===== config.mk =====
export PLATFORM = sky130hd
export DESIGN_NAME = traffic_analyzer_capture_ctrl
export DESIGN_NICKNAME = d
export VERILOG_FILES = /design/src/rtl/ta_capture_pkg.sv /design/src/rtl/ta_time_cmp.sv /design/src/rtl/traffic_analyzer_capture_ctrl.sv
export SDC_FILE = /design/constraint.sdc
export NUM_CORES = 1
export LEC_CHECK = 0
export BUFFER_PORTS_ARGS = -buffer_cell sky130_fd_sc_hd__buf_2
export CAP_MARGIN = 20
export CORE_ASPECT_RATIO = 1.2
export CORE_UTILIZATION = 53
export DETAILED_ROUTE_END_ITERATION = 7
export GPL_ROUTABILITY_DRIVEN = 0
export PLACE_DENSITY_LB_ADDON = 0.05
export SLEW_MARGIN = 30
export SYNTH_ARGS = -nofsm -noshare
export SYNTH_HDL_FRONTEND = slang
export SYNTH_SLANG_ARGS = --single-unit
export TNS_END_PERCENT = 50

===== constraint.sdc =====
create_clock -name clk -period 3.7 [get_ports clk]
set_input_delay 0.37 -clock clk [delete_from_list [all_inputs] [get_ports clk]]
set_output_delay 0.37 -clock clk [all_outputs]
set_load 0.01 [all_outputs]

===== src/rtl/ta_capture_pkg.sv =====
// Shared definitions for the traffic analyzer capture sequencer:
// state encoding, time-of-day widths and the start-time comparison.
package ta_capture_pkg;

    localparam int C_SEC_WIDTH  = 48;
    localparam int C_NSEC_WIDTH = 30;

    typedef enum logic [2:0] {
        ST_IDLE    = 3'd0,
        ST_ARMED   = 3'd1,
        ST_ALIGN   = 3'd2,
        ST_CAPTURE = 3'd3,
        ST_DRAIN   = 3'd4,
        ST_DONE    = 3'd5
    } state_t;

    function automatic logic time_reached(
        input logic [C_SEC_WIDTH-1:0]  cur_sec,
        input logic [C_NSEC_WIDTH-1:0] cur_nsec,
        input logic [C_SEC_WIDTH-1:0]  tgt_sec,
        input logic [C_NSEC_WIDTH-1:0] tgt_nsec
    );
        return (cur_sec > tgt_sec) || ((cur_sec == tgt_sec) && (cur_nsec >= tgt_nsec));
    endfunction

endpackage


===== src/rtl/ta_time_cmp.sv =====
// Registered start-time comparator: o_reached reflects the time inputs
// sampled at the previous clock edge.
module ta_time_cmp
    import ta_capture_pkg::*;
(
    input  logic                    i_clk,
    input  logic                    i_resetn,
    input  logic [C_SEC_WIDTH-1:0]  i_sec,
    input  logic [C_NSEC_WIDTH-1:0] i_nsec,
    input  logic [C_SEC_WIDTH-1:0]  i_start_sec,
    input  logic [C_NSEC_WIDTH-1:0] i_start_nsec,
    output logic                    o_reached
);

    logic r_reached;

    // Register the comparison result so the start decision has no input-to-output path.
    always_ff @(posedge i_clk or negedge i_resetn) begin
        if (!i_resetn) begin
            r_reached <= 1'b0;
        end else begin
            r_reached <= time_reached(i_sec, i_nsec, i_start_sec, i_start_nsec);
        end
    end

    assign o_reached = r_reached;

endmodule


===== src/rtl/traffic_analyzer_capture_ctrl.sv =====
// Capture sequencer: arms on software command, optionally waits for a PTP start
// time, opens/closes the capture window on frame boundaries and counts frames.
module traffic_analyzer_capture_ctrl
    import ta_capture_pkg::*;
#(
    parameter int C_FRAME_CNT_WIDTH = 32,
    parameter int C_TIMEOUT_WIDTH   = 32
) (
    input  logic                         clk,
    input  logic                         resetn,
    input  logic                         gmii_en,
    input  logic [C_SEC_WIDTH-1:0]       sec,
    input  logic [C_NSEC_WIDTH-1:0]      nsec,
    input  logic                         arm,
    input  logic                         abort,
    input  logic                         start_at_en,
    input  logic [C_SEC_WIDTH-1:0]       start_sec,
    input  logic [C_NSEC_WIDTH-1:0]      start_nsec,
    input  logic [C_FRAME_CNT_WIDTH-1:0] frame_limit,
    input  logic [C_TIMEOUT_WIDTH-1:0]   timeout,
    output logic                         run,
    output logic                         freeze_stats,
    output logic                         busy,
    output logic                         done,
    output logic                         aborted,
    output logic [C_FRAME_CNT_WIDTH-1:0] frames_captured,
    output logic [2:0]                   state_o
);

    state_t                         r_state, w_state_next;
    logic                           r_gmii_en_d;
    logic [C_FRAME_CNT_WIDTH-1:0]   r_frames, w_frames_next, w_frames_inc;
    logic [C_TIMEOUT_WIDTH-1:0]     r_tmo_cnt, w_tmo_next, w_tmo_inc;
    logic                           r_aborted, w_aborted_next;
    logic                           r_run, r_freeze, r_busy, r_done;
    logic                           w_reached, w_frame_end, w_tmo_hit, w_limit_hit;

    ta_time_cmp u_time_cmp (
        .i_clk        (clk),
        .i_resetn     (resetn),
        .i_sec        (sec),
        .i_nsec       (nsec),
        .i_start_sec  (start_sec),
        .i_start_nsec (start_nsec),
        .o_reached    (w_reached)
    );

    // Both counters saturate; the timeout compares the post-increment value so
    // CAPTURE lasts exactly `timeout` cycles.
    assign w_frame_end  = r_gmii_en_d & ~gmii_en;
    assign w_frames_inc = (r_frames == '1) ? r_frames : r_frames + C_FRAME_CNT_WIDTH'(1'b1);
    assign w_tmo_inc    = (r_tmo_cnt == '1) ? r_tmo_cnt : r_tmo_cnt + C_TIMEOUT_WIDTH'(1'b1);
    assign w_tmo_hit    = (timeout != '0) && (w_tmo_inc == timeout);
    assign w_limit_hit  = (frame_limit != '0) && w_frame_end && (w_frames_inc == frame_limit);

    // Next-state, frame counter, timeout counter and abort flag.
    always_comb begin
        w_state_next   = r_state;
        w_frames_next  = r_frames;
        w_tmo_next     = r_tmo_cnt;
        w_aborted_next = r_aborted;
        case (r_state)
            ST_IDLE, ST_DONE: begin
                if (arm && !abort) begin
                    w_state_next   = ST_ARMED;
                    w_frames_next  = '0;
                    w_tmo_next     = '0;
                    w_aborted_next = 1'b0;
                end else begin
                    w_state_next = r_state;
                end
            end
            ST_ARMED: begin
                if (abort) begin
                    w_state_next   = ST_DONE;
                    w_aborted_next = 1'b1;
                end else if (!start_at_en || w_reached) begin
                    w_state_next = ST_ALIGN;
                end else begin
                    w_state_next = ST_ARMED;
                end
            end
            ST_ALIGN: begin
                if (abort) begin
                    w_state_next   = ST_DONE;
                    w_aborted_next = 1'b1;
                end else if (!gmii_en) begin
                    w_state_next = ST_CAPTURE;
                end else begin
                    w_state_next = ST_ALIGN;
                end
            end
            ST_CAPTURE: begin
                w_tmo_next = w_tmo_inc;
                if (w_frame_end) begin
                    w_frames_next = w_frames_inc;
                end else begin
                    w_frames_next = r_frames;
                end
                // A frame still on the wire is drained so the snapshot ends on a boundary.
                if (abort || w_tmo_hit) begin
                    w_state_next   = gmii_en ? ST_DRAIN : ST_DONE;
                    w_aborted_next = r_aborted | abort;
                end else if (w_limit_hit) begin
                    w_state_next = ST_DONE;
                end else begin
                    w_state_next = ST_CAPTURE;
                end
            end
            ST_DRAIN: begin
                if (w_frame_end) begin
                    w_frames_next = w_frames_inc;
                    w_state_next  = ST_DONE;
                end else begin
                    w_state_next = ST_DRAIN;
                end
            end
            default: begin
                w_state_next = ST_IDLE;
            end
        endcase
    end

    // FSM state, counters and edge-detect history.
    always_ff @(posedge clk or negedge resetn) begin
        if (!resetn) begin
            r_state     <= ST_IDLE;
            r_gmii_en_d <= 1'b0;
            r_frames    <= '0;
            r_tmo_cnt   <= '0;
            r_aborted   <= 1'b0;
        end else begin
            r_state     <= w_state_next;
            r_gmii_en_d <= gmii_en;
            r_frames    <= w_frames_next;
            r_tmo_cnt   <= w_tmo_next;
            r_aborted   <= w_aborted_next;
        end
    end

    // Registered state decode; done marks the cycle freeze_stats rises.
    always_ff @(posedge clk or negedge resetn) begin
        if (!resetn) begin
            r_run    <= 1'b0;
            r_freeze <= 1'b0;
            r_busy   <= 1'b0;
            r_done   <= 1'b0;
        end else begin
            r_run    <= (r_state == ST_CAPTURE) || (r_state == ST_DRAIN);
            r_freeze <= (r_state == ST_DONE);
            r_busy   <= (r_state == ST_ARMED) || (r_state == ST_ALIGN) ||
                        (r_state == ST_CAPTURE) || (r_state == ST_DRAIN);
            r_done   <= (r_state == ST_DONE) && !r_freeze;
        end
    end

    assign run             = r_run;
    assign freeze_stats    = r_freeze;
    assign busy            = r_busy;
    assign done            = r_done;
    assign aborted         = r_aborted;
    assign frames_captured = r_frames;
    assign state_o         = r_state;

endmodule


==> results.cfg <==
[outcome]
outcome = finished clean

[critical_path]
startpoint = r_tmo_cnt[10]
cp-endpoint = state_o[1]
critPathLaunchType = register
ff2ff_path_depth = 10
worstPathRequired_ns = 3.95
criticalPathCategory = register to register
r2r_end = state_o[1]
reg2reg_from = r_tmo_cnt[10]
cp_data_arrival_time_ns = 3.76
worstPathMaxFanout = 9
r2r_slack_ns = 0.19
worst_setup_path_end_kind = register

[cts]
clk_pin_slew_ns = 0.06
htreeDepth = 3
cts.sink_count = 74
cts.repair.resized = 0
root_buffer = clkbuf_16
cts.path.max_buffers = 2
cts_tree = built
numCtsBuffers = 9
ctsHoldBuffers = 0
clock_latency_ns = 0.35
cts_setup_buffers = 0

[timing]
tightest_slew_ns = 0.727
hold_viol_final = 0
finalClockSkew_ns = 0.00727
setup_violations = 0
rsz0062_at_grt = false
max_freq_ghz = 0.285
final_max_slew_viol_count = 0
relSlewSlack_pct = 51.4
period_share_pct = 94.9
whs_ns = 0.0413
fin_setup_tns_ns = 0
fin_crit_ns = 3.51
setup_slack_ns = 0.190

[place]
place_worst_setup_slack_ns = 0.161
dpl_cell_area_um2 = 10200
placed_cells_incl_taps = 1599
port_buffers = 265
hpwl_mm = 22.4

[global_route]
grt_overflow = 0
antenna_found_initial = 0
grt_pass1_wl_mm = 45.3
grt_pass1_vias = 9373
track_usage_pct = 34.3
grt_max_degree = 75

[cells_and_area]
fin_util_pct = 68.1
antenna_cells = 0
nFillCells = 1425
drive_gt1_share_pct = 25.7
final_area_um2 = 10600
final_nets = 1708
layout_commonest_cell = buf_2
final_cell_mix = buf_2, nand2_1, o21ai_0
area_delta_synth_final_pct = 25.2
fin_cells = 1615

[worst_hold_path]
hold_class = input port to async pin

[floorplanning]
dieArea_um2 = 16500
std_cell_rows = 50
pin_count = 266
core-area_um2 = 15600
start_util_pct = 54.3
fp.dieH_um = 140
die_w_um = 117

[yosys]
synth_edf_count = 0
synth_top_area_share_pct = 21.9
synth-async-reset-ratio_pct = 100
syn_inst = 1127
synth_area_per_cell_um2 = 7.51
syn_area_um2 = 8470
ys_ff_latch = 74
synth_area_leaders = dfrtp_1, ha_1, xnor2_1
synth-main-ff-cell = dfrtp_1
synth_cell_types = 74
syn_nets = 1433
ys_warn_count = 0
synth_top_area_cell = dfrtp_1
ys_seq_area_share_pct = 21.9

[routing]
num_vias = 9701
detail-route-antenna-nets = 0
highest_layer = met4
wl_met2_mm = 13.5
wirelength_mm = 28.1
met1_length_mm = 10.9
drtIter0Drc = 768
drc = 0
first_pass_iters = 7
post_drt_wl_per_cell_um = 17.4
via_per_inst = 6.01
wl_met3_mm = 2.17

[job]
cap_viol_max_count = 0

[power_and_ir_drop]
power_density_nw_per_um2 = 306
ir_worst_vdd_mv = 0.229
power_mw = 3.24
cellLeakagePower_nw = 5.07
## logic make-up after synthesis
family          count (synthesis)  share of synthesized area (%)
compound gates                294                           22.1
fa+ha+maj                      80                           11.8
xor+xnor                       92                           9.52
simple gates                  438                           27.1
buf+inv                       142                           6.65
flops                          74                           21.9
mux                             7                          0.857
## cell type report
| cell class | count | area (um^2) | area share, % |
|---|---|---|---|
| Sequential cell | 74 | 1850 | 17.5 |
| Timing Repair Buffer | 317 | 1740 | 16.4 |
| Clock inverter | 4 | 72.6 | 0.684 |
| Tap cell | 208 | 260 | 2.45 |
| Inverter | 89 | 334 | 3.15 |
| Multi-Input combinational cell | 911 | 6080 | 57.4 |
| Clock buffer | 12 | 267 | 2.51 |
## worst max-delay path: stages, from the launching register on
cell	delay [ns]
dfrtp_1	0.54
nand3_4	0.14
or4_4	0.52
or2_4	0.28
or4_4	0.60
nor4_4	0.23
xnor2_1	0.17
nand4_1	0.17
a2111oi_4	0.44
a221oi_2	0.11
a21o_1	0.20
## cell usage after synthesis, types with 12 or more instances
cell type / instances
a21o_1: 28
a21oi_1: 57
a31oi_1: 17
and3_1: 15
and4_1: 12
clkbuf_1: 38
dfrtp_1: 74
ha_1: 80
inv_1: 89
nand2_1: 114
nand2b_1: 13
nand3_1: 36
nand4_1: 46
nor2_1: 81
nor2b_1: 20
nor3_1: 27
nor4_1: 35
o21ai_0: 93
o31ai_1: 25
xnor2_1: 59
xor2_1: 33
## per-layer routing
metal / track usage, % / vias up
met5: 0 / -
met4: 19.3 / 0
met3: 6.43 / 125
met2: 58.8 / 467
met1: 40.2 / 4458
li1: - / 4651
## sequential cells by signal, indices dropped and copies added, names as in the netlist
register	cells
aborted	1
r_tmo_cnt	32
freeze_stats	1
busy	1
frames_captured	32
state_o	3
r_gmii_en_d	1
done	1
u_time_cmp.o_reached	1
run	1
## worst min path at each step
stage	start	to	slack (ns)
floorplan	resetn	aborted	0.07
global placement	freeze_stats	done	0.41
detailed placement	freeze_stats	done	0.43
CTS	resetn	frames_captured[3]	0.08
global route	resetn	frames_captured[2]	0.11
finish	resetn	frames_captured[3]	0.04
## report_power, final
group	leakage [nW]	switching (mW)	internal, mW
Sequential	1.01	0.121	0.882
Clock	0.165	0.369	0.645
Combinational	3.89	0.709	0.518
Total	5.07	1.20	2.05
Power figures use the tool's default switching activity.
